<file path="config.mk">
export PLATFORM = sky130hd
export DESIGN_NAME = aig_tt_sweep
export DESIGN_NICKNAME = d
export VERILOG_FILES = /design/src/rtl/aig_tt_pkg.sv /design/src/rtl/popcount16.sv /design/src/rtl/aig_tt_sweep.sv
export SDC_FILE = /design/constraint.sdc
export NUM_CORES = 1
export LEC_CHECK = 0
export ABC_AREA = 0
export ABC_CLOCK_PERIOD_IN_PS = 11200
export BUFFER_PORTS_ARGS = -buffer_cell sky130_fd_sc_hd__buf_2
export CAP_MARGIN = 40
export CORE_MARGIN = 4
export CORE_UTILIZATION = 50
export DETAILED_ROUTE_END_ITERATION = 8
export HOLD_SLACK_MARGIN = 0.05
export PLACE_DENSITY = 0.7
export SLEW_MARGIN = 10
export SYNTH_ARGS = -nofsm -noshare
export SYNTH_HDL_FRONTEND = slang
export SYNTH_SLANG_ARGS = --single-unit
</file>
<file path="constraint.sdc">
create_clock -name clk -period 11.2 [get_ports clk]
set_clock_uncertainty 0.2 [all_clocks]
set_input_delay 1.12 -clock clk [delete_from_list [all_inputs] [get_ports clk]]
set_output_delay 1.12 -clock clk [all_outputs]
set_load 0.01 [all_outputs]
</file>
<file path="src/rtl/aig_tt_pkg.sv">
// Shared types and constants for the AIG truth-table sweeper.
package aig_tt_pkg;

  typedef enum logic [1:0] {
    IDLE,
    RUN,
    CHECK
  } state_t;

  typedef logic [15:0] tt_t;

  localparam int NUM_MINTERMS = 16;

endpackage

</file>
<file path="src/rtl/popcount16.sv">
// Combinational population count of a 16-bit word (result 0..16).
module popcount16 (
  input  logic [15:0] bits,
  output logic [4:0]  count
);

  // Sum of the set bits; a plain adder chain is ample for 16 inputs.
  always_comb begin
    count = 5'd0;
    for (int i = 0; i < 16; i++) begin
      count = count + 5'(bits[i]);
    end
  end

endmodule

</file>
<file path="src/rtl/aig_tt_sweep.sv">
// Truth-table sweeper for a 4-input, 1-output AIG netlist.
//
// state | meaning
// ------+---------------------------------------------------------------
// IDLE  | waiting for start; results of the last sweep held on outputs
// RUN   | driving minterm idx on x, sampling y after SETTLE_CYCLES cycles
// CHECK | one cycle: register pass/mismatch_cnt, pulse done, drop busy
module aig_tt_sweep
  import aig_tt_pkg::*;
#(
  parameter tt_t EXPECTED_TT   = 16'h16a9,
  parameter int  SETTLE_CYCLES = 1
) (
  input  logic       clk,
  input  logic       rst_n,
  input  logic       start,
  input  logic       abort,
  output logic [3:0] x,
  input  logic       y,
  output logic       busy,
  output logic       done,
  output logic       pass,
  output logic [15:0] tt,
  output logic [4:0] mismatch_cnt
);

  // Settle counter runs 0..SETTLE_CYCLES-1; y is sampled on the edge that
  // would take it to SETTLE_CYCLES, i.e. SETTLE_CYCLES edges after x changed.
  localparam logic [3:0] SETTLE_LAST = 4'(SETTLE_CYCLES - 1);
  localparam logic [3:0] LAST_IDX    = 4'(NUM_MINTERMS - 1);

  state_t     state;
  logic [3:0] idx;
  logic [3:0] settle_cnt;
  logic [4:0] diff_cnt;

  popcount16 u_popcount (
    .bits  (tt ^ EXPECTED_TT),
    .count (diff_cnt)
  );

  // Sweep FSM; abort outranks everything except reset.
  always_ff @(posedge clk or negedge rst_n) begin
    if (!rst_n) begin
      state        <= IDLE;
      idx          <= '0;
      settle_cnt   <= '0;
      x            <= '0;
      busy         <= 1'b0;
      done         <= 1'b0;
      pass         <= 1'b0;
      tt           <= '0;
      mismatch_cnt <= '0;
    end else if (abort && (state != IDLE)) begin
      state        <= IDLE;
      idx          <= '0;
      settle_cnt   <= '0;
      x            <= '0;
      busy         <= 1'b0;
      done         <= 1'b0;
      pass         <= 1'b0;
      tt           <= '0;
      mismatch_cnt <= '0;
    end else begin
      done <= 1'b0;
      case (state)
        IDLE: begin
          if (start) begin
            state        <= RUN;
            idx          <= '0;
            settle_cnt   <= '0;
            x            <= '0;
            busy         <= 1'b1;
            pass         <= 1'b0;
            tt           <= '0;
            mismatch_cnt <= '0;
          end
        end
        RUN: begin
          if (settle_cnt == SETTLE_LAST) begin
            tt[idx]    <= y;
            settle_cnt <= '0;
            if (idx == LAST_IDX) begin
              // x stays on the last minterm after the sweep
              state <= CHECK;
            end else begin
              idx <= idx + 4'd1;
              x   <= idx + 4'd1;
            end
          end else begin
            settle_cnt <= settle_cnt + 4'd1;
          end
        end
        CHECK: begin
          pass         <= (tt == EXPECTED_TT);
          mismatch_cnt <= diff_cnt;
          done         <= 1'b1;
          busy         <= 1'b0;
          state        <= IDLE;
        end
        default: state <= IDLE;
      endcase
    end
  end

endmodule
</file>
==> results.sh, run 1 <==
export IMPL_ys_seq_area_share_pct=36.2
export IMPL_status="complete, no violations"
export IMPL_ys_ff_latch=34
export IMPL_busiest_layer="met2"
export IMPL_io_pins=33
export IMPL_ys_types=52
export IMPL_vias_per_cell=6.00
export IMPL_vias=1824
export IMPL_slowest_stage="fa_1"
export IMPL_finalSetupViolCount=0
export IMPL_max_freq_mhz=234
export IMPL_dpl_worst_slack_ps=6910
export IMPL_crit_top_cell="fa_1"
export IMPL_reg2reg_depth=14
export IMPL_fin_ws_ps=6930
export IMPL_route_detailed_drc=0
export IMPL_rr_endpoint="mismatch_cnt[4]"
export IMPL_portBuffers=32
export IMPL_place_gp_congestion=0.887
export IMPL_core_area_um2=4440
export IMPL_critPathKind="flop to flop"
export IMPL_dp_cells=298
export IMPL_syn_inst=229
export IMPL_clockBufferDepth=2
export IMPL_ir_drop_mv=0.116
export IMPL_grt_overflow=0
export IMPL_met1_usage_pct=28.1
export IMPL_grt_pass1_wl_um=8940
export IMPL_synth_compound_gate_area_share_pct=22.1
export IMPL_clock_sinks=34
export IMPL_whs_endpoint="pass"
export IMPL_grt_met3_usage_pct=4.02
export IMPL_cp_cell_sequence="inv_1, ha_1, inv_1, fa_1, inv_1, fa_1, fa_1, inv_1, fa_1, fa_1, inv_1, fa_1, a21o_1, a32o_1"
export IMPL_root_buffer="clkbuf_8"
export IMPL_fin_crit_ps=4270
export IMPL_cts_tree="built"
export IMPL_area_growth_pct=9.27
export IMPL_avgSynthCellArea_um2=10.3
export IMPL_cp_required_ps=11170
export IMPL_ys_warn_count=0
export IMPL_timing_rr_start="tt[0]"
export IMPL_power_density_nw_per_um2=119
export IMPL_end_kind="flop"
export IMPL_cts_setup_buffers=0
export IMPL_timing_hold_violations_final=0
export IMPL_fp_row_count=24
export IMPL_maxCapViolCount=0
export IMPL_drt_iter0_drc=56
export IMPL_grt_pass1_vias=1793
export IMPL_crit_path_max_fanout=3
export IMPL_synthesis_nets=256
export IMPL_grt_use_total_pct=19.1
export IMPL_max_slew_worst_pin_slew_ps=841
export IMPL_critPathLaunchType="flop"
export IMPL_synthSimpleGateAreaFrac_pct=15.5
export IMPL_dieArea_um2=5860
export IMPL_synth_edf_count=0
export IMPL_cts_resized=0
export IMPL_cts_buffers=5
export IMPL_synth_mux_area_share_pct=0.426
export IMPL_leakage_nw=1.21
export IMPL_drive_above_1_share_pct=23.4
export IMPL_hold_path_class="flop to flop"
export IMPL_dp_hpwl_um=4020
export IMPL_rsz0062_at_grt="false"
export IMPL_synth_top_family_by_area="compound AO/OA/AOI/OAI gates"
export IMPL_initial_core_util_pct=52.8
export IMPL_synth_xor_area_share_pct=0.373
export IMPL_max_slew_margin_rel_pct=43.7
export IMPL_syn_area_um2=2350
export IMPL_whs_path_depth=1
export IMPL_hold_ws_ps=286
export IMPL_die_h_um=76.5
export IMPL_hp_start="pass"
export IMPL_grt_max_degree=35
export IMPL_wl_per_cell_um=17.4
export IMPL_drv_slew=0
export IMPL_dr_pass1_iters=4
export IMPL_r2r_slack_ps=6930
export IMPL_clk_latency_ps=280
export IMPL_clk_pin_slew_worst_paths_ps=60
export IMPL_nFillCells=399
export IMPL_ant_nets=0
export IMPL_ys_flop_type="dfrtp_1"
export IMPL_fin_setup_tns_ps=0
export IMPL_max_stage_delay_ps=510
export IMPL_nets=280
export IMPL_routed_wl_um=5290
export IMPL_cts_max_level=2
export IMPL_layout_worst_path_cycle_share_pct=38.1
export IMPL_die_w_um=76.5
export IMPL_antenna_found_initial=0
export IMPL_diodes=0
export IMPL_final_cells=304
export IMPL_arrival_ps=4250
export IMPL_synthAdderAreaFrac_pct=14.9
export IMPL_cts_hold_fix_buffers=0
export IMPL_gr_usage_met2_pct=28.8
export IMPL_synth_async_reset_ratio_pct=100
sequential cells by signal, summed over array words and instances (netlist names):
register	count
settle_cnt	4
mismatch_cnt	5
done	1
pass	1
state	2
tt	16
busy	1
idx	4
placed cells by master, fill, tap and decap left out, types with 3 or more instances in the layout:
cell,netlist,routed
nand2_1,4,4
fa_1,10,10
dfrtp_1,34,34
clkbuf_8,1,6
nor2b_1,4,4
a211o_1,14,14
buf_2,3,32
nor2_1,4,4
nand3b_1,3,3
a21oi_1,3,3
o211ai_2,9,9
a31oi_1,3,3
o21ai_0,5,5
inv_1,38,38
a22o_1,3,3
a32o_1,3,3
ha_1,12,12
nand4_1,12,12
o211ai_1,11,11
nand3_1,10,10
cell type report:
cell class	count	area, um2	share of cell area, %
Inverter	38	143	5.56
Timing Repair Buffer	34	175	6.83
Clock buffer	6	82.6	3.22
Sequential cell	34	851	33.2
Multi-Input combinational cell	140	1250	48.7
Tap cell	52	65.1	2.54
worst max-delay path: cells and delay by family (launching register included):
kind,cells,cell delay (ps)
buffers and inverters,5,290
flip-flops,1,370
AO/OA/AOI/OAI,2,430
adder cells (fa/ha/maj),7,2880
where the power goes:
part | internal, mW | switching (mW)
combinational | 0.0289 | 0.0513
clock | 0.0473 | 0.0412
sequential | 0.129 | 0.00833
total | 0.205 | 0.101
worst max path at each step:
stage	from	end	slack, ps	depth (start not counted)
6_report	tt[0]	mismatch_cnt[4]	6930	14
5_1_grt	tt[0]	mismatch_cnt[4]	6760	14
4_1_cts	tt[0]	mismatch_cnt[4]	6910	14
3_5_place_dp	tt[0]	mismatch_cnt[4]	6910	14
3_3_place_gp	tt[0]	mismatch_cnt[4]	7010	14
2_1_floorplan	tt[0]	mismatch_cnt[4]	7000	14
per-stage QoR:
step,util [%],power [mW],area (um2)
6_report,57.7,0.306,2570
5_1_grt,57.7,0.328,2570
4_1_cts,57.7,0.311,2570
3_5_place_dp,55.9,0.220,2480
3_3_place_gp,55.7,0.216,2480
2_1_floorplan,-,0.196,2350
metal layers:
metal	share of wire, %	up-vias
met1	48	912
met2	47	41
met3	4.6	5
li1	-	866
met4	0.96	0
met5	0	-
cells in the mapped netlist (2+ instances only):
library cell / instances / share of area (%)
a21oi_1: 3 / 0.64
ha_1: 12 / 6.4
and4bb_2: 2 / 1.1
nand2_1: 4 / 0.64
a22o_1: 3 / 1.1
nor4_1: 2 / 0.53
a211o_1: 14 / 5.2
clkbuf_1: 5 / 0.80
nand3b_1: 3 / 0.96
fa_1: 10 / 8.5
a31oi_1: 3 / 0.80
buf_6: 3 / 1.4
o211ai_1: 11 / 3.5
nor2_1: 4 / 0.64
o21ai_0: 5 / 1.1
inv_1: 38 / 6.1
nor2b_1: 4 / 1.1
a32o_1: 3 / 1.3
o211ai_2: 9 / 4.8
a211oi_1: 2 / 0.64
nand4_1: 12 / 3.2
buf_2: 3 / 0.64
dfrtp_1: 34 / 36
nand3_1: 10 / 2.1
buf_1: 3 / 0.48
cell families (layout without fill, tap and decap cells):
kind of cell               Yosys count  in the layout
adders and majority gates           22             22
buffers and inverters               55             78
AOI/OAI and AO/OA                   60             60
and+or+nand+nor                     56             56
xor gates and xnor gates             1              1
muxes                                1              1
DFF                                 34             34
No activity file was read; power rests on OpenSTA's default activity.
==> run 2, diff against run 1 <==
--- a/config.mk
+++ b/config.mk
@@ -6,14 +6,14 @@
 export NUM_CORES = 1
 export LEC_CHECK = 0
 export ABC_AREA = 0
-export ABC_CLOCK_PERIOD_IN_PS = 11200
+export ABC_CLOCK_PERIOD_IN_PS = 3800
 export BUFFER_PORTS_ARGS = -buffer_cell sky130_fd_sc_hd__buf_2
 export CAP_MARGIN = 40
 export CORE_MARGIN = 4
 export CORE_UTILIZATION = 50
 export DETAILED_ROUTE_END_ITERATION = 8
 export HOLD_SLACK_MARGIN = 0.05
-export PLACE_DENSITY = 0.7
+export PLACE_DENSITY = 0.73
 export SLEW_MARGIN = 10
 export SYNTH_ARGS = -nofsm -noshare
 export SYNTH_HDL_FRONTEND = slang
==> constraint.sdc (replaced) <==
create_clock -name clk -period 3.8 [get_ports clk]
set_clock_uncertainty 0.2 [all_clocks]
set_input_delay 0.38 -clock clk [delete_from_list [all_inputs] [get_ports clk]]
set_output_delay 0.38 -clock clk [all_outputs]
set_load 0.01 [all_outputs]
==> run 2 against run 1 <==
Net effect:
- the run now ends with negative setup slack left
- sequential cell count unchanged
- sequential share of layout area shrank 1.9 points
- clock-buffer cell count rose by 1
- combinational power rose to 3.3 times the previous value
- final area increased by 6.1%
- critical path depth stayed put
- routed wire length rose by 3.4%
- first-iteration DRC count up 130%
- critical path type unchanged
==> results.sh, run 2 (same netlist as run 1, synthesis figures left out) <==
export IMPL_reg_top3="tt: 16 flops, mismatch_cnt: 5 flops"
export IMPL_dr_pass1_iters=4
export IMPL_antenna_found_initial=0
export IMPL_crit_path_max_fanout=2
export IMPL_fin_ws_ps=-253
export IMPL_violations="negative setup slack"
export IMPL_total_power_mw=1.00
export IMPL_grt_use_total_pct=20.9
export IMPL_drv_slew=0
export IMPL_clk_latency_ps=290
export IMPL_drt_iter0_drc=126
export IMPL_clock_sinks=34
export IMPL_layout_worst_path_cycle_share_pct=107
export IMPL_die_w_um=76.5
export IMPL_max_slew_margin_rel_pct=44.4
export IMPL_leakage_nw=1.29
export IMPL_root_buffer="clkbuf_8"
export IMPL_finalSetupViolCount=4
export IMPL_end_kind="flop"
export IMPL_dp_hpwl_um=4020
export IMPL_final_cell_mix="34 x inv_1, 34 x dfrtp_1, 32 x buf_2"
export IMPL_clockBufferDepth=2
export IMPL_crit_top_cell="fa_1"
export IMPL_slowest_stage="fa_1"
export IMPL_grt_overflow=0
export IMPL_max_stage_delay_ps=490
export IMPL_drive_above_1_share_pct=29.7
export IMPL_initial_core_util_pct=52.8
export IMPL_timing_hold_violations_final=0
export IMPL_max_slew_worst_pin_slew_ps=831
export IMPL_cts_tree="built"
export IMPL_ant_nets=0
export IMPL_cts_max_level=2
export IMPL_routed_wl_um=5470
export IMPL_area_growth_pct=15.9
export IMPL_place_gp_congestion=0.829
export IMPL_io_pins=33
export IMPL_cp_cell_sequence="inv_2, ha_4, inv_2, fa_1, inv_1, fa_1, fa_1, inv_1, fa_1, fa_2, inv_2, fa_2, a21o_1, a32o_1"
export IMPL_diodes=0
export IMPL_status="finished, violations left"
export IMPL_core_area_um2=4440
export IMPL_hold_ws_ps=174
export IMPL_largest_reg_flops=16
export IMPL_vias_per_cell=5.87
export IMPL_rsz0062_at_grt="true"
export IMPL_maxCapViolCount=0
export IMPL_ir_drop_mv=0.250
export IMPL_dieArea_um2=5860
export IMPL_power_density_nw_per_um2=368
export IMPL_max_freq_mhz=247
export IMPL_fp_row_count=24
export IMPL_cts_buffers=5
export IMPL_grt_max_degree=35
export IMPL_clk_pin_slew_worst_paths_ps=70
export IMPL_hold_path_class="input pin to flop"
export IMPL_wl_per_cell_um=17.0
export IMPL_fin_crit_ps=4050
export IMPL_critPathLaunchType="flop"
export IMPL_die_h_um=76.5
export IMPL_nets=295
export IMPL_dpl_worst_slack_ps=-290
export IMPL_vias=1883
export IMPL_grt_pass1_wl_um=9670
export IMPL_cp_required_ps=3780
export IMPL_arrival_ps=4030
export IMPL_regMostFlops="tt"
export IMPL_critPathKind="flop to flop"
export IMPL_route_detailed_drc=0
export IMPL_grt_pass1_vias=1968
export IMPL_portBuffers=32
[run 2: cell types whose count changed in the layout (fill, tap and decap cells not counted), moves of 2 or more]
| cell | before | now |
|---|---|---|
| fa_2 | 0 | 2 |
| buf_4 | 2 | 16 |
| clkbuf_1 | 0 | 2 |
| inv_1 | 38 | 34 |
| inv_2 | 0 | 4 |
| fa_1 | 10 | 8 |
[run 2: cell type report]
cell class / count / area (um2)
tap: 52 / 65.1
inverter: 38 / 143
sequential: 34 / 851
clock inverter: 1 / 30.0
clock buffer: 7 / 76.3
multi-input combinational: 140 / 1270
timing repair buffer: 49 / 290
fill: 369 / 1720
[run 2: worst max-delay path: cells and delay by family, from the launching register on]
family | cells | cell delay [ps]
DFF | 1 | 370
adders and majority gates | 7 | 2720
AOI/OAI and AO/OA | 2 | 420
buffers and inverters | 5 | 230
[run 2: layer usage]
layer  GRT usage (%)  vias to the layer above  part of all wire [%]
met5               0                        -                     0
met4            9.24                        0                   1.7
met3            4.85                        7                   5.8
met2            32.7                       57                    48
met1            27.5                      922                    44
li1                -                      897                     -
[run 2: metrics by stage]
step | std cells | util, % | cell area [um2] | TNS, ps
floorplan | 229 | - | 2350 | -961
global placement | 308 | 57.7 | 2560 | -767
detailed placement | 308 | 57.7 | 2560 | -988
CTS | 319 | 60.9 | 2710 | -846
global route | 321 | 61.3 | 2720 | -1300
finish | 321 | 61.3 | 2720 | -807
[run 2: final timing paths]
check,from,endpoint,depth (start not counted),slack (ps)
min in group asynchronous,rst_n,busy,2,510
min reg2reg,mismatch_cnt[3],mismatch_cnt[3],1,290
max in group asynchronous,rst_n,mismatch_cnt[4],2,2380
max,tt[0],mismatch_cnt[4],14,-250
min,start,state[0],3,170
max reg2reg,tt[0],mismatch_cnt[4],14,-250
[run 2: power by group]
group	internal [mW]	switching, mW
clock network	0.196	0.135
logic	0.109	0.158
registers	0.379	0.0244
[run 2: repair_timing]
action,4_1_cts,5_1_grt
setup buffers,2,2
setup endpoints to repair,5,5
gates resized for setup,2,1
hold endpoints to repair,34,0
pin swaps,3,0
hold buffers,1,0
